===== src/rtl/ls30rot_capture.sv =====
// LS-30 rotary joystick input conditioning: synchronise, debounce, invert and
// qualify the four grouped switch lines for the downstream rotation decoder.
module ls30rot_capture #(
  parameter int unsigned SYNC_STAGES     = 2,
  parameter int unsigned DEBOUNCE_CYCLES = 16,
  parameter int unsigned CNT_W           = 16
) (
  input  logic       clk,
  input  logic       reset_n,
  input  logic [3:0] ls30_raw,
  output logic [3:0] curr_data,
  output logic [3:0] last_data,
  output logic       wait_data,
  output logic       invalid
);

  localparam logic [1:0] IDLE   = 2'd0;
  localparam logic [1:0] SETTLE = 2'd1;
  localparam logic [1:0] COMMIT = 2'd2;

  localparam logic [CNT_W-1:0] CNT_LAST = CNT_W'(DEBOUNCE_CYCLES - 1);

  logic [SYNC_STAGES-1:0][3:0] sync_q;
  logic [3:0]       sync;
  logic [1:0]       state, state_next;
  logic [3:0]       stable, stable_next;
  logic [3:0]       cand, cand_next;
  logic [CNT_W-1:0] cnt, cnt_next;
  logic [3:0]       curr_next, last_next;
  logic             invalid_next;

  // Single contact or a cyclically adjacent pair of contacts.
  function automatic logic is_legal(input logic [3:0] p);
    case (p)
      4'b0001, 4'b0010, 4'b0100, 4'b1000,
      4'b0011, 4'b0110, 4'b1100, 4'b1001: return 1'b1;
      default:                            return 1'b0;
    endcase
  endfunction

  // Inversion happens at the first flop, so reset value 0 means raw 1111.
  always_ff @(posedge clk or negedge reset_n) begin
    if (!reset_n) begin
      sync_q <= '0;
    end else begin
      sync_q[0] <= ~ls30_raw;
      for (int i = 1; i < int'(SYNC_STAGES); i++) begin
        sync_q[i] <= sync_q[i-1];
      end
    end
  end

  assign sync = sync_q[SYNC_STAGES-1];

  always_ff @(posedge clk or negedge reset_n) begin
    if (!reset_n) begin
      state     <= IDLE;
      stable    <= 4'b0000;
      cand      <= 4'b0000;
      cnt       <= '0;
      curr_data <= 4'b0000;
      last_data <= 4'b0000;
      invalid   <= 1'b0;
      wait_data <= 1'b1;
    end else begin
      state     <= state_next;
      stable    <= stable_next;
      cand      <= cand_next;
      cnt       <= cnt_next;
      curr_data <= curr_next;
      last_data <= last_next;
      invalid   <= invalid_next;
      wait_data <= (state_next != IDLE);
    end
  end

  // Next-state and next-register values.
  always_comb begin
    state_next   = state;
    stable_next  = stable;
    cand_next    = cand;
    cnt_next     = cnt;
    curr_next    = curr_data;
    last_next    = last_data;
    invalid_next = 1'b0;
    case (state)
      IDLE: begin
        if (sync != stable) begin
          cand_next  = sync;
          cnt_next   = '0;
          state_next = SETTLE;
        end
      end
      SETTLE: begin
        if (sync != cand) begin
          cand_next = sync;
          cnt_next  = '0;
        end else if (cnt == CNT_LAST) begin
          state_next = COMMIT;
        end else begin
          cnt_next = cnt + CNT_W'(1);
        end
      end
      COMMIT: begin
        stable_next = cand;
        state_next  = IDLE;
        if (is_legal(cand)) begin
          if (cand != curr_data) begin
            last_next = curr_data;
            curr_next = cand;
          end
        end else if (cand != 4'b0000) begin
          invalid_next = 1'b1;
        end
      end
      default: begin
        state_next = IDLE;
      end
    endcase
  end

endmodule


===== config.mk =====
export PLATFORM = sky130hd
export DESIGN_NAME = ls30rot_capture
export DESIGN_NICKNAME = d
export VERILOG_FILES = /design/src/rtl/ls30rot_capture.sv
export SDC_FILE = /design/constraint.sdc
export NUM_CORES = 1
export LEC_CHECK = 0
export ABC_AREA = 1
export ABC_CLOCK_PERIOD_IN_PS = 2500
export CORE_AREA = 8 8 104 68
export DETAILED_ROUTE_END_ITERATION = 6
export DIE_AREA = 0 0 112 76
export SETUP_SLACK_MARGIN = 0.02
export SLEW_MARGIN = 10
export SYNTH_ARGS = -nofsm -noshare
export SYNTH_HDL_FRONTEND = slang
export SYNTH_SLANG_ARGS = --single-unit
export TNS_END_PERCENT = 10

===== constraint.sdc =====
create_clock -name clk -period 2.5 [get_ports clk]
set_input_delay 0.25 -clock clk [delete_from_list [all_inputs] [get_ports clk]]
set_output_delay 0.25 -clock clk [all_outputs]
set_load 0.01 [all_outputs]

==> After elaboration in Yosys (flattened, before gate mapping) <==
Memory sizes are Yosys's and may differ from the RTL's.
Index checks and enable logic that the tools add are counted.
{ "totals": {"out_inout_bits": 10, "inputBits": 6, "wordCells": 44, "memories": 1, "ff_bits": 44, "latch_bits": 0, "rom_bits": 16, "ramBits": 0} }
{ "memory_table": {"columns": ["name", "words", "width", "read_ports", "rd_ports_with_merged_regs", "write_ports", "line", "rtl"], "rows": [
  ["(name not given)", 16, 1, 1, 0, 0, "34", "case (p)"]
]} }
{ "classes": {"shifts": 0, "add_sub_neg": 1, "muxes": 15, "n_bitwise": 1, "reduce_logical": 7, "n_lt_le_gt_ge": 0, "div": 0, "eq_ne": 9, "n_mul": 0} }
{ "op_table": {"columns": ["op", "n"], "rows": [
  ["$mux 16", 3],
  ["$pmux 16 s2", 1],
  ["$add 16x1->16 const B", 1],
  ["$eq 16x4->1 const B", 1],
  ["$ne 4x4->1", 3],
  ["$reduce_and 3->1", 3],
  ["$mux 4", 2],
  ["$pmux 4 s2", 1],
  ["$mux 2", 3],
  ["$mux 1", 4],
  ["$ne 2x2->1 const B", 2],
  ["$not 4->4", 1],
  ["$pmux 2 s2", 1],
  ["$reduce_bool 2->1", 2],
  ["$reduce_bool 4->1", 1],
  ["$ne 3x3->1 const B", 1],
  ["$eq 2x1->1 const B", 1],
  ["$eq 2x2->1 const B", 1],
  ["$logic_not 2->1", 1]
]} }

==> Logic depth before layout (Yosys ltp) <==
Gate-level depths: netlist of run 1.
{ "logic_depth": {"word_depth": 5, "mapped_depth": 11} }

==> Worst setup path after synthesis of run 1 <==
OpenSTA, ideal clock, no wires.
{ "synth_path": {"path_type": "reg-to-reg", "start": "register cnt[0]", "end": "register state[0]", "required_ns": 2.374, "stages_incl_launch_ff": 10, "synth_period_minus_slack_ns": 1.478, "setup_ns": 0.126, "path_slack_ns": 1.022, "arrival_ns": 1.352, "cell_sequence": "dfrtp_1 ha_1 nand3_2 inv_2 nand3_1 nor2_1 nand2_2 nand2_4 buf_12 nand2_1"} }
{ "synth_between": {"elab_chain_cells": 4} }
{ "synth_rtl": {"columns": ["element", "line", "rtl"], "rows": [
  ["from (decl)", "28", "logic [CNT_W-1:0] cnt, cnt_next;"],
  ["from (signal assigned)", "69", "cnt <= cnt_next;"],
  ["$eq 16x4->1", "98", "end else if (cnt == CNT_LAST) begin"],
  ["$mux 2", "98", null],
  ["$mux 2", "95", "if (sync != cand) begin"],
  ["$pmux 2 s2", "86", "case (state)"],
  ["net state_next[0]", "25", "logic [1:0] state, state_next;"],
  ["to (signal assigned)", "66", "state <= state_next;"],
  ["to (decl)", "25", null]
]} }
The timed path passes the listed nets, and every way through them passes these cells.
A chain may end at the register's enable or synchronous reset.

==> Worst setup path in the final report of run 1 <==
{ "layout_path": {"start": "register cand[1]", "end": "register cnt[1]"} }
{ "layout_between": {"elab_chain_cells": 3} }
{ "layout_rtl": {"columns": ["element", "line", "rtl"], "rows": [
  ["from (decl)", "27", "logic [3:0] cand, cand_next;"],
  ["from (signal assigned)", "68", "cand <= cand_next;"],
  ["$ne 4x4->1 *", "95", null],
  ["$ne 3x3->1 (no source line) or $mux 16 (tied branches)", null, null],
  ["$reduce_and 3->1 (no source line) or $pmux 16 s2 (tied branches)", null, null]
]} }
Mark *: on every way between the ends. The rest lies on a longest branch, timed or not.

==> results of run 1 <==
-- sequential cells by signal (all words and copies together), names as in the netlist --
name       cells
stable         4
invalid        1
sync_q         4
state          2
sync           4
cnt           16
cand           4
curr_data      4
wait_data      1
last_data      4
-- cell families (layout without fill, tap and decap cells) --
group | Yosys count | in the layout | synth area share [%]
XOR/XNOR | 5 | 5 | 1.79
buffers and inverters | 45 | 64 | 7.96
AO/OA/AOI/OAI | 18 | 18 | 4.75
flip-flops | 44 | 44 | 45.0
adder cells (fa/ha/maj) | 1 | 1 | 0.510
AND/OR/NAND/NOR | 209 | 209 | 40.0
-- power groups by stage --
stage               sequential (mW)  clock, mW  combinational [mW]
finish                        0.755      0.544               0.125
global route                  0.758      0.582               0.145
CTS                           0.754      0.558               0.128
detailed placement            0.768          0               0.127
global placement              0.768          0               0.126
floorplan                     0.762          0              0.0883
-- how the worst max path moves through the flow --
| stage | from | end |
|---|---|---|
| 2_1_floorplan | cnt[0] | state[0] |
| 3_3_place_gp | cand[1] | cnt[3] |
| 3_5_place_dp | cand[1] | cnt[1] |
| 4_1_cts | cand[1] | cnt[1] |
| 5_1_grt | cnt[1] | cnt[5] |
| 6_report | cand[1] | cnt[1] |
-- layout make-up --
class | instances | area [um^2] | share of cell area, %
clock inverters | 2 | 35.0 | 1.27
well taps | 72 | 90.1 | 3.26
flip-flops and latches | 44 | 1100 | 39.9
clock buffers | 6 | 72.6 | 2.63
inverters | 38 | 143 | 5.16
repair buffers | 18 | 168 | 6.07
multi-input cells | 233 | 1150 | 41.7
-- placed cells by master, fill, tap and decap left out, types with 3 or more instances in the layout --
cell type        Yosys  routed
buf_4                1       3
clkbuf_8             0       5
clkdlybuf4s50_1      0      14
clkinv_1             3       3
dfrtp_1             43      43
inv_1               26      26
inv_2                9       9
nand2_1            104     104
nand2_2              4       4
nand3_1             31      31
nand3_2             11      11
nand4_1             17      17
nor2_1              37      37
o21ai_0              4       4
o21ai_1              8       8
xnor2_1              4       4
-- layer usage --
metal  global-route usage (%)  routed length [um]  vias to the layer above
met2                     16.6                1910                       32
met3                     3.24                 219                        6
met4                     3.61                  48                        0
li1                         -                   -                     1063
met1                     20.7                3070                      909
met5                        0                   0                        -
==> flow_summary.yaml, run 1 <==
synthesis:
  syn-num-nets: 329
  synthFlopType: "dfrtp_1"
  synth.avg_cell_area_um2: 7.61
  seq_area_frac_synth_pct: 45.0
  synth_most_common_cell: "nand2_1"
  synthesis.area_mm2: 0.00245
  yosysTopAreaCellShare_pct: 43.9
  synth-edff-count: 0
  yosys.cell_types.count: 29
  synth_area_leaders: "dfrtp_1 (44%), nand2_1 (16%), nand3_1 (6.3%)"
  synth-seq-cells: 44
  ys_warn_count: 0
  postSynth.asyncResetShare_pct: 100
  synth_common_cells: "nand2_1 (104), dfrtp_1 (43), nor2_1 (37)"
  yosysTopAreaCell: "dfrtp_1"
  netlist_instances: 322
die:
  die_x_um: 112
  coreArea_mm2: 0.00573
  initial_core_util_pct: 42.8
  die-area_mm2: 0.00851
  die_height_um: 76
  std_cell_rows: 22
  num_io_pins: 16
clock_network:
  clock_latency_ns: 0.30
  ctsResizeCount: 0
  ctsHoldBuffers: 0
  cts_tree: "built"
  cts_setup_buffers: 0
  htree_levels: 2
  root_buffer: "clkbuf_8"
  clk_pin_slew_worst_paths_ns: 0.09
  clock-sinks: 44
  numCtsBuffers: 5
  clock_tree.buffer_depth: 2
timing:
  worst_hold_slack_ns: 0.103
  maxSlewHeadroom_pct: 35.2
  finalHoldViolCount: 0
  setup_tns_ns: 0
  min_period_ns: 1.75
  timing.final.ws_setup_ns: 0.751
  setup_viol: 0
  fmax_mhz: 572
  finalClockSkew_ns: 0.0113
  post-route-period-util_pct: 70.0
  rsz0062_at_grt: "no"
  max_slew.worst_pin.slew_ns: 0.972
  drv_slew: 0
setup_path:
  cpMaxStageDelayCell: "dfrtp_1"
  worstPathCellList: "inv_2, nand2_1, nand2_1, nand3_1, nor2_4, nand2_2, nand2_4, nand3_1, nand2_1"
  cp.arrival_ns: 1.98
  crit_family: "simple AND/OR/NAND/NOR gates"
  start_kind: "flop"
  cp_max_fo: 17
  critical_path_depth: 9
  r2r-start: "cand[1]"
  cp.required_ns: 2.73
  crit_top_cell: "nand2_1"
  end_kind: "flop"
  cpPeakStageDelay_ns: 0.45
  crit_buf_inv: 1
  path_class: "reg -> reg"
  r2r_end: "cnt[1]"
  r2r_slack_ns: 0.75
  ff2ff_path_depth: 9
final_layout:
  fin_cells: 413
  fill_cells: 564
  final_area_mm2: 0.00276
  final_layout_size_suffix_gt1_share_pct: 12.0
  layout.nets: 347
  fin_util_pct: 48.3
  diodes: 0
  area_growth_syn_to_layout_pct: 12.8
pwr:
  seq_power_share_pct: 53.0
  p_sw_share_pct: 25.2
  power_frac_comb_pct: 8.8
  peakVddDrop_v: 0.000219
  p_leak_nw: 1.36
  power.density_mw_per_mm2: 515
  power.internal_mw: 1.07
  p_switching_mw: 0.359
  pwr-share-clk_pct: 38.2
  power_mw: 1.42
place:
  io_buffers: 15
  pre_cts_slack_ns: 0.799
  place.gp.congestion: 0.866
  place_hpwl_mm: 3.88
  placedCellCount: 405
  placed_area_mm2: 0.00266
grt:
  groute.usage.overall_pct: 13.1
  grt_pass1_vias: 1864
  antenna_found_initial: 0
  overflow: 0
  grt_pass1_wl_mm: 9.22
  grt_max_degree: 45
detailed_routing:
  route.detailed.drc: 0
  vias: 2010
  viasPerCell: 4.87
  ant_nets: 0
  wirelength_mm: 5.25
  drtIter0Drc: 176
  wl_per_cell_um: 12.7
  dr.pass1.iters: 4
min_path:
  hp-class: "in -> async"
status:
  status: "finished clean"
job:
  maxCapViolations: 0
(Power assumes the default switching activity.)
==> run 2: changes to the inputs <==
ABC_CLOCK_PERIOD_IN_PS = 1400   (was 2500)
PLACE_DENSITY = 0.66   (was not set)
clock period = 1.4 ns   (was 2.5 ns; I/O delays follow)
==> run 2 against run 1 <==
Compared with the run above: the run now ends with setup timing left; count of clock-buffer cells in the layout is the same; cell count grew 10%; register-to-register slack lost 0.79 ns; routed wire length grew 17%; critical path depth is the same; largest power group unchanged.
==> flow_summary.yaml, run 2 (synthesized netlist as in run 1, its figures left out) <==
pwr:
  seq_power_share_pct: 46.9
  power_mw: 2.88
  power.internal_mw: 2.19
  power_frac_comb_pct: 13.1
  peakVddDrop_v: 0.000519
  p_sw_share_pct: 24.0
  p_switching_mw: 0.693
  power.density_mw_per_mm2: 878
  pwr-share-clk_pct: 40.0
  p_leak_nw: 1.67
setup_path:
  start_kind: "flop"
  cp.required_ns: 1.64
  cp_max_fo: 8
  cp.arrival_ns: 1.67
  end_kind: "flop"
  path_class: "reg -> reg"
  r2r_slack_ns: -0.04
place:
  place.gp.congestion: 0.885
  io_buffers: 15
  place_hpwl_mm: 4.23
  placed_area_mm2: 0.00293
  placedCellCount: 438
final_layout:
  diodes: 0
  max_flop_register: "cnt"
  layout.nets: 390
  final_area_mm2: 0.00328
  fin_cells: 456
  most-common-layout-cells: "nand2_1 (99), buf_4 (39), dfrtp_1 (37)"
  area_growth_syn_to_layout_pct: 33.9
  layout_commonest_cell: "nand2_1"
  largest_reg_flops: 16
  final_layout_size_suffix_gt1_share_pct: 27.9
detailed_routing:
  dr.pass1.iters: 4
  wl_per_cell_um: 13.5
  route.detailed.drc: 0
  vias: 2283
  wirelength_mm: 6.15
  drtIter0Drc: 207
  viasPerCell: 5.01
  ant_nets: 0
grt:
  grt_max_degree: 45
  overflow: 0
  groute.usage.overall_pct: 14.3
  grt_pass1_wl_mm: 10.1
  antenna_found_initial: 0
  grt_pass1_vias: 2151
clock_network:
  numCtsBuffers: 5
  clock_tree.buffer_depth: 2
  clock_latency_ns: 0.30
  clk_pin_slew_worst_paths_ns: 0.09
  htree_levels: 2
  clock-sinks: 44
  root_buffer: "clkbuf_8"
  cts_tree: "built"
timing:
  maxSlewHeadroom_pct: 84.0
  drv_slew: 0
  finalHoldViolCount: 0
  min_period_ns: 1.44
  setup_viol: 17
  finalClockSkew_ns: 0.0109
  timing.final.ws_setup_ns: -0.0389
  fmax_mhz: 695
  setup_tns_ns: -0.463
  post-route-period-util_pct: 103
  rsz0062_at_grt: "yes"
  max_slew.worst_pin.slew_ns: 0.239
  worst_hold_slack_ns: 0.314
status:
  violations: "setup timing"
  status: "finished with violations"
die:
  die_height_um: 76
  num_io_pins: 16
  std_cell_rows: 22
  coreArea_mm2: 0.00573
  initial_core_util_pct: 42.8
  die-area_mm2: 0.00851
  die_x_um: 112
job:
  maxCapViolations: 0
min_path:
  hp-class: "in -> reg"
run 2: changes by cell type in the layout (fill, tap and decap cells not counted), moves of 3 or more:
cell             previous run  this run
clkdlybuf4s50_1            14         8
dlygate4sd2_1               0         5
nand3_1                    31        26
dfrtp_1                    43        37
nor2_2                      1         4
nand3_2                    11        16
nor2_1                     37        33
nand2_4                     1         4
nand2_1                   104        99
dfrtp_2                     0         6
buf_4                       3        39
run 2: what timing repair did:
action,4_1_cts,5_1_grt
gates resized for setup,15,24
setup buffers,0,6
cloned,0,3
hold buffers,1,0
pin swaps,1,12
endpoints found under the hold margin,43,0
setup endpoints to repair,26,30
run 2: critical path, stage by stage, from the launching register on:
cell     delay (ns)
dfrtp_2        0.46
inv_4          0.09
nand2_2        0.06
nand2_2        0.07
nand3_2        0.07
nor2_4         0.21
nand2_4        0.15
nand2_8        0.15
nand3_2        0.06
nand2_1        0.06
run 2: final timing paths:
check                       endpoint  cells after the start        start
min                        sync_q[3]                      2  ls30_raw[3]
max                           cnt[9]                      9      cand[1]
min in group asynchronous    cand[0]                      3      reset_n
min reg2reg                  sync[0]                      0    sync_q[0]
max in group asynchronous  wait_data                      3      reset_n
max reg2reg                   cnt[9]                      9      cand[1]
run 2: routing by layer:
layer | global-route usage (%) | vias up | wire (um)
met5 | 0 | - | 0
met3 | 3.88 | 6 | 460
met4 | 3.35 | 0 | 44
li1 | - | 1150 | -
met1 | 20.0 | 1056 | 3040
met2 | 21.3 | 71 | 2600
run 2: power by group through the flow:
stage | clock network (mW) | registers (mW) | logic [mW]
floorplan | 0 | 1.36 | 0.158
global placement | 0 | 1.37 | 0.291
detailed placement | 0 | 1.37 | 0.298
CTS | 1.19 | 1.35 | 0.306
global route | 1.22 | 1.36 | 0.417
finish | 1.15 | 1.35 | 0.377
run 2: metrics by stage:
step	utilization, %	setup slack, ns
detailed placement	51.2	-0.0810
global route	57.3	-0.138
finish	57.3	-0.0389
CTS	54.1	-0.0198
global placement	51.2	-0.0288
floorplan	-	0.0252
run 2: final cells by class:
cell class                 instances  area, um^2
timing repair buffer              59         515
clock buffer                       6        72.6
inverter                          38         145
fill                             498        2440
sequential                        44        1110
tap                               72        90.1
clock inverter                     2        60.1
multi-input combinational        235        1290
